<file path="src/rtl/pipe_stage_buf_if.sv">
// Valid/ready bundle handshake between pipeline stages.
//   valid : per-lane valid of the bundle (producer -> consumer)
//   data  : lane k at [k*DATA_W +: DATA_W]  (producer -> consumer)
//   ready : consumer accepts the bundle      (consumer -> producer)
interface pipe_stage_buf_if #(
  parameter int unsigned LANES  = 2,
  parameter int unsigned DATA_W = 96
);
  logic [LANES-1:0]        valid;
  logic [LANES*DATA_W-1:0] data;
  logic                    ready;

  modport master (output valid, output data, input ready);
  modport slave  (input valid, input data, output ready);
endinterface

</file>
<file path="src/rtl/pipe_stage_buf.sv">
// Multi-lane pipeline stage register with valid/ready handshake, optional
// skid entry, per-lane kill, global flush and saturating stall/bubble counters.
//   clock_i, reset_n_i : clock, async active-low reset
//   in_if  (slave)     : incoming bundle; in_if.ready = stage can accept
//   out_if (master)    : head bundle, driven straight from the main entry
//   kill_i             : squash lanes of the incoming bundle
//   flush_i            : drop everything held and incoming
//   occupancy_o        : bundles held (0..2)
//   cnt_clr_i          : clear both counters
//   stall_cnt_o        : cycles head valid but not consumed
//   bubble_cnt_o       : cycles downstream ready but no head
module pipe_stage_buf #(
  parameter int unsigned LANES   = 2,
  parameter int unsigned DATA_W  = 96,
  parameter int unsigned SKID_EN = 1,
  parameter int unsigned CNT_W   = 16
) (
  input  logic              clock_i,
  input  logic              reset_n_i,
  pipe_stage_buf_if.slave   in_if,
  pipe_stage_buf_if.master  out_if,
  input  logic [LANES-1:0]  kill_i,
  input  logic              flush_i,
  output logic [1:0]        occupancy_o,
  input  logic              cnt_clr_i,
  output logic [CNT_W-1:0]  stall_cnt_o,
  output logic [CNT_W-1:0]  bubble_cnt_o
);

  localparam int unsigned BW = LANES * DATA_W;

  logic [LANES-1:0] m_valid_q, m_valid_d, s_valid_q, s_valid_d;
  logic [BW-1:0]    m_data_q,  m_data_d,  s_data_q,  s_data_d;
  logic             in_ready_q, in_ready_d;
  logic [1:0]       occ_q, occ_d;
  logic [CNT_W-1:0] stall_q, stall_d, bubble_q, bubble_d;

  logic [LANES-1:0] ev;
  logic [BW-1:0]    in_masked;
  logic             in_ready, in_fire, out_fire, m_any, s_any;

  // Effective lanes after kill; killed/invalid lanes carry zero payload.
  always_comb begin
    ev        = in_if.valid & ~kill_i;
    in_masked = '0;
    for (int k = 0; k < int'(LANES); k++) begin
      if (ev[k]) in_masked[k*DATA_W +: DATA_W] = in_if.data[k*DATA_W +: DATA_W];
    end
  end

  // Skid variant advertises ready from a flop; single-entry variant lets a
  // consumed head make room in the same cycle.
  always_comb begin
    m_any    = |m_valid_q;
    s_any    = |s_valid_q;
    in_ready = (SKID_EN != 0) ? in_ready_q : (!m_any || out_if.ready);
    in_fire  = in_ready && (|ev);
    out_fire = m_any && out_if.ready;
  end

  // Entry movement, counters and registered status.
  always_comb begin
    m_valid_d = m_valid_q;
    m_data_d  = m_data_q;
    s_valid_d = s_valid_q;
    s_data_d  = s_data_q;
    stall_d   = stall_q;
    bubble_d  = bubble_q;

    if (flush_i) begin
      m_valid_d = '0;
      m_data_d  = '0;
      s_valid_d = '0;
      s_data_d  = '0;
    end else if (!m_any) begin
      if (in_fire) begin
        m_valid_d = ev;
        m_data_d  = in_masked;
      end
    end else if (out_fire) begin
      if (s_any) begin
        // Skid full means upstream was held off, so no input this cycle.
        m_valid_d = s_valid_q;
        m_data_d  = s_data_q;
        s_valid_d = '0;
        s_data_d  = '0;
      end else if (in_fire) begin
        m_valid_d = ev;
        m_data_d  = in_masked;
      end else begin
        m_valid_d = '0;
        m_data_d  = '0;
      end
    end else if (in_fire && (SKID_EN != 0)) begin
      s_valid_d = ev;
      s_data_d  = in_masked;
    end

    if (cnt_clr_i) begin
      stall_d  = '0;
      bubble_d = '0;
    end else begin
      if (m_any && !out_if.ready && (stall_q != '1)) stall_d = stall_q + CNT_W'(1);
      if (!m_any && out_if.ready && (bubble_q != '1)) bubble_d = bubble_q + CNT_W'(1);
    end

    in_ready_d = !(|s_valid_d);
    occ_d      = 2'(|m_valid_d) + 2'(|s_valid_d);
  end

  always_ff @(posedge clock_i or negedge reset_n_i) begin
    if (!reset_n_i) begin
      m_valid_q  <= '0;
      m_data_q   <= '0;
      s_valid_q  <= '0;
      s_data_q   <= '0;
      in_ready_q <= 1'b1;
      occ_q      <= '0;
      stall_q    <= '0;
      bubble_q   <= '0;
    end else begin
      m_valid_q  <= m_valid_d;
      m_data_q   <= m_data_d;
      s_valid_q  <= s_valid_d;
      s_data_q   <= s_data_d;
      in_ready_q <= in_ready_d;
      occ_q      <= occ_d;
      stall_q    <= stall_d;
      bubble_q   <= bubble_d;
    end
  end

  assign in_if.ready  = in_ready;
  assign out_if.valid = m_valid_q;
  assign out_if.data  = m_data_q;
  assign occupancy_o  = occ_q;
  assign stall_cnt_o  = stall_q;
  assign bubble_cnt_o = bubble_q;

endmodule

</file>
<file path="src/flat_wrapper.sv">
// flat-port wrapper written by rule: the top's interface ports become plain ports
module pipe_stage_buf_flat 
#(
  parameter int unsigned LANES   = 2,
  parameter int unsigned DATA_W  = 96,
  parameter int unsigned SKID_EN = 1,
  parameter int unsigned CNT_W   = 16
)
  (clock_i, reset_n_i, kill_i, flush_i, occupancy_o, cnt_clr_i, stall_cnt_o, bubble_cnt_o, in_if_valid, in_if_data, in_if_ready, out_if_valid, out_if_data, out_if_ready);
  pipe_stage_buf_if #(.LANES(LANES), .DATA_W(DATA_W)) in_if_i ();
  pipe_stage_buf_if #(.LANES(LANES), .DATA_W(DATA_W)) out_if_i ();
  input  logic clock_i;
  input  logic reset_n_i;
  input  logic [LANES-1:0] kill_i;
  input  logic flush_i;
  output logic [1:0] occupancy_o;
  input  logic cnt_clr_i;
  output logic [CNT_W-1:0] stall_cnt_o;
  output logic [CNT_W-1:0] bubble_cnt_o;
  input wire logic [$bits(in_if_i.valid)-1:0] in_if_valid;
  input wire logic [$bits(in_if_i.data)-1:0] in_if_data;
  output wire logic [$bits(in_if_i.ready)-1:0] in_if_ready;
  output wire logic [$bits(out_if_i.valid)-1:0] out_if_valid;
  output wire logic [$bits(out_if_i.data)-1:0] out_if_data;
  input wire logic [$bits(out_if_i.ready)-1:0] out_if_ready;
  assign in_if_i.valid = in_if_valid;
  assign in_if_i.data = in_if_data;
  assign in_if_ready = in_if_i.ready;
  assign out_if_valid = out_if_i.valid;
  assign out_if_data = out_if_i.data;
  assign out_if_i.ready = out_if_ready;
  pipe_stage_buf #(.LANES(LANES), .DATA_W(DATA_W), .SKID_EN(SKID_EN), .CNT_W(CNT_W)) u_core (.clock_i(clock_i), .reset_n_i(reset_n_i), .in_if(in_if_i), .out_if(out_if_i), .kill_i(kill_i), .flush_i(flush_i), .occupancy_o(occupancy_o), .cnt_clr_i(cnt_clr_i), .stall_cnt_o(stall_cnt_o), .bubble_cnt_o(bubble_cnt_o));
endmodule
</file>
<file path="config.mk">
export PLATFORM = sky130hd
export DESIGN_NAME = pipe_stage_buf_flat
export DESIGN_NICKNAME = d
export VERILOG_FILES = /design/src/rtl/pipe_stage_buf_if.sv /design/src/rtl/pipe_stage_buf.sv /design/src/flat_wrapper.sv
export SDC_FILE = /design/constraint.sdc
export NUM_CORES = 1
export LEC_CHECK = 0
export ABC_AREA = 1
export BUFFER_PORTS_ARGS = -buffer_cell sky130_fd_sc_hd__buf_2
export CORE_MARGIN = 1.5
export CORE_UTILIZATION = 24
export CTS_CLUSTER_SIZE = 25
export DETAILED_ROUTE_END_ITERATION = 6
export GPL_TIMING_DRIVEN = 0
export HOLD_SLACK_MARGIN = 0.1
export PLACE_DENSITY_LB_ADDON = 0.12
export SYNTH_ARGS = -nofsm -noshare
export SYNTH_HDL_FRONTEND = slang
export SYNTH_SLANG_ARGS = --single-unit
</file>
<file path="constraint.sdc">
create_clock -name clock_i -period 2.6 [get_ports clock_i]
set_input_delay 0.78 -clock clock_i [delete_from_list [all_inputs] [get_ports clock_i]]
set_output_delay 0.78 -clock clock_i [all_outputs]
set_load 0.01 [all_outputs]
</file>
==> run_results.csv <==
group,metric,value,unit
synth,postSynthCellCount,2667,
drt,drt_wl_total,77700,um
worst_setup_path,crit_family,"buffers and inverters",
worst_setup_path,max_stage_delay,690,ps
worst_setup_path,cp_max_fo,10,
drt,firstDrtPassIters,5,
placement,finalWeightedCongestion,0.796,
global_routing,grt_pass1_vias,19100,
worst_setup_path,critPathKind,"input pin to register",
finish,num-fill-cells,9231,
power_and_ir_drop,leakage,12.9,nW
timing,fin_crit_sh,0.863,
finish,nets,3358,
synth,ys_seq_elements,423,
floorplanning,die_x,293,um
power_and_ir_drop,p_int,12.6,mW
timing,fin_skew,19.5,ps
finish,area_growth_syn_to_layout,27.0,%
drt,avgViaCountPerCell,4.45,
clock_network,clock_path_buffers,3,
worst_setup_path,critical-path-slowest-cell,"clkbuf_1",
timing,tightestPinTransition,883,ps
clock_network,cts_max_level,2,
timing,timing.fmax,445,MHz
global_routing,grt_pass1_wl,118000,um
drt,wl_per_cell,18.1,um
synth,yosys_warnings,0,
worst_setup_path,critPathLaunchType,"input pin",
synth,ys_types,30,
global_routing,grt_max_degree,100,
worst_setup_path,cp_cell_sequence,"buf_2, inv_1, nand2_1, inv_1, clkbuf_1, clkbuf_1, nand3_1, o21ai_0",
clock_network,clkSinkCount,423,
synth,syn_nets,2871,
drt,drcViolationCount,0,
timing,slew_headroom,0.411,
worst_setup_path,critPathCaptureType,"register",
clock_network,post_cts_resized,0,
timing,post-route-min-period,2240,ps
power_and_ir_drop,p_seq_frac,0.397,
synth,avgSynthCellArea,7.57,um2
power_and_ir_drop,switchingPower,5.79,mW
floorplanning,row_count,106,
power_and_ir_drop,peakVddDrop,388,uV
power_and_ir_drop,combPwrFrac,0.183,
global_routing,antenna_found_initial,25,
drt,vias,19100,
outcome,status,"finished clean",
drt,drt_iter0_markers,1033,
power_and_ir_drop,p_clk_frac,0.421,
floorplanning,dieArea,85900,um2
synth,syn_area,20200,um2
global_routing,grt_use_total,0.178,
power_and_ir_drop,switching_share,0.315,
global_routing,gr-total-overflow,0,
finish,drive_gt1_frac,0.203,
placement,hpwl,56300,um
drt,ant_nets,0,
timing,rsz0062_at_grt,"no",
worst_hold_path,hp-class,"input pin to asynchronous set/reset pin",
clock_network,tritoncts,"yes",
timing,finalSetupViolCount,0,
worst_setup_path,crit_required,3120,ps
clock_network,cts_made_buffers,53,
clock_network,clock_latency,610,ps
floorplanning,io_pins,430,
worst_setup_path,arrival,2770,ps
clock_network,postCtsSetupBuffers,0,
power_and_ir_drop,power,18.4,mW
finish,fin_util,0.307,
worst_setup_path,cp_num_buf_inv,5,
floorplanning,die_h,293,um
timing,finalMaxSlewViolations,0,
floorplanning,core-area,83400,um2
clock_network,clkTransAtPathRegs,60,ps
placement,portBuffers,428,
power_and_ir_drop,p_per_area,716,nW/um2
clock_network,holdBufCountCts,0,
clock_network,cts-root-buf,"clkbuf_16",
timing,hold_viol,0,
flow_run,cap_violations,0,
synth,synth_seq_area_share,0.524,
floorplanning,initial_core_util,0.242,
==> sequential cells by signal (all words and copies together) (netlist names) <==
name                 cells
u_core.s_data_q        192
u_core.stall_cnt_o      16
u_core.out_if.data     192
u_core.out_if.valid      2
u_core.bubble_cnt_o     16
u_core.in_if.ready       1
u_core.s_valid_q         2
u_core.occupancy_o       2
==> through the flow <==
step	hold WS, ps	instance area [um2]	instances	setup WS, ps	TNS, ps
global placement	459	23700	4175	-8920	-3762630
detailed placement	459	23800	4179	-348	-38020
finish	145	25600	4290	355	0
global route	139	25600	4285	144	0
CTS	116	25600	4276	273	0
floorplan	453	20200	2667	797	0
==> worst register-to-register path, cell delays in order, from the launching register on <==
cell and delay (ps):
dfrtp_1 380, inv_2 80, nand2_4 90, a21oi_4 220, nand2_1 130, nand2_2 210, buf_2 380, buf_2 350
o21ai_0 130
==> power groups by stage <==
stage | sequential (mW) | combinational (mW) | clock [mW]
6_report | 7.29 | 3.35 | 7.72
5_1_grt | 7.35 | 3.79 | 8.25
4_1_cts | 7.29 | 3.47 | 7.98
3_5_place_dp | 7.40 | 3.46 | 0
3_3_place_gp | 7.41 | 3.46 | 0
2_1_floorplan | 7.48 | 1.67 | 0
==> path summary, 6_finish.rpt <==
path                                   startpoint                       to  slack (ps)  cells after the start
max in group asynchronous               reset_n_i      u_core.s_data_q[48]         660                      4
max                                     kill_i[1]     u_core.s_data_q[186]         360                      8
min in group clock_i                      flush_i      u_core.s_valid_q[0]         450                      2
min                                     reset_n_i  u_core.out_if.data[131]         140                      1
min reg2reg                u_core.out_if.data[85]   u_core.out_if.data[85]         470                      2
max reg2reg                u_core.out_if.valid[0]     u_core.s_data_q[190]         490                      8
==> synth_stat cells <==
master	instances	area (um2)
ha_1	3	37.5
nand4_1	27	169
nand3_1	205	1030
nand3b_1	2	15.0
o21ai_2	1	8.76
clkbuf_1	81	304
a211oi_1	1	7.51
a21oi_1	1	5.00
dfrtp_1	422	10600
xnor2_1	1	8.76
buf_2	109	546
inv_2	3	11.3
o21ai_0	395	1980
nand2_4	1	11.3
nor2_4	3	33.8
clkinv_1	1	3.75
or2_0	1	6.26
nor2_2	3	18.8
nand2_2	2	12.5
inv_1	30	113
buf_4	4	30.0
nand2_1	1301	4880
o211ai_1	1	7.51
nor2_1	45	169
or2_2	3	18.8
dfstp_2	1	26.3
xor2_1	9	78.8
buf_6	2	22.5
a21oi_4	1	16.3
o21bai_1	8	60.1
==> layer usage <==
layer / track usage / wire length [um]
met5: 0 / 128
met4: 0.0450 / 1410
met3: 0.0367 / 4300
met2: 0.283 / 35900
met1: 0.244 / 36000
==> cell usage in the layout (no fill, tap or decap), types with 2 or more instances in the layout <==
cell       synthesis  routed
nand4_1           27      27
buf_4              4       4
clkbuf_16          0      53
buf_16             0       4
clkbuf_8           0      14
o21ai_0          395     395
or2_2              3       3
nor2_4             3       3
nor2_1            45      45
bufinv_16          0       5
inv_2              3       3
nand3_1          205     205
o21bai_1           8       8
clkbuf_1          81      93
buf_2            109     536
diode_2            0      14
nand2_2            2       2
inv_6              0       2
xor2_1             9       9
nand2_1         1301    1301
clkinv_2           0       9
dfrtp_1          422     422
nor2_2             3       3
ha_1               3       3
nand3b_1           2       2
buf_6              2       2
inv_1             30      30
==> logic make-up (layout without fill, tap and decap cells) <==
| logic type | count (synthesis) | count (layout) | synth area share |
|---|---|---|---|
| AND/OR/NAND/NOR | 1593 | 1593 | 0.315 |
| flip-flops | 423 | 423 | 0.524 |
| AO/OA/AOI/OAI | 408 | 408 | 0.103 |
| buffers and inverters | 230 | 759 | 0.0510 |
| XOR/XNOR | 10 | 10 | 0.00434 |
| adder cells (fa/ha/maj) | 3 | 3 | 0.00186 |
| other | 0 | 14 | 0 |
==> final cells by class <==
type / count / area [um2] / share of cell area
buffer: 196 / 902 / 0.0352
inverter: 34 / 128 / 0.00498
timing repair buffer: 432 / 2260 / 0.0882
sequential: 423 / 10600 / 0.413
clock inverter: 18 / 241 / 0.00942
tap: 1080 / 1350 / 0.0527
multi-input combinational: 2014 / 8570 / 0.334
antenna: 14 / 35.0 / 0.00137
clock buffer: 79 / 1560 / 0.0610
No activity file was read; power rests on OpenSTA's default activity.
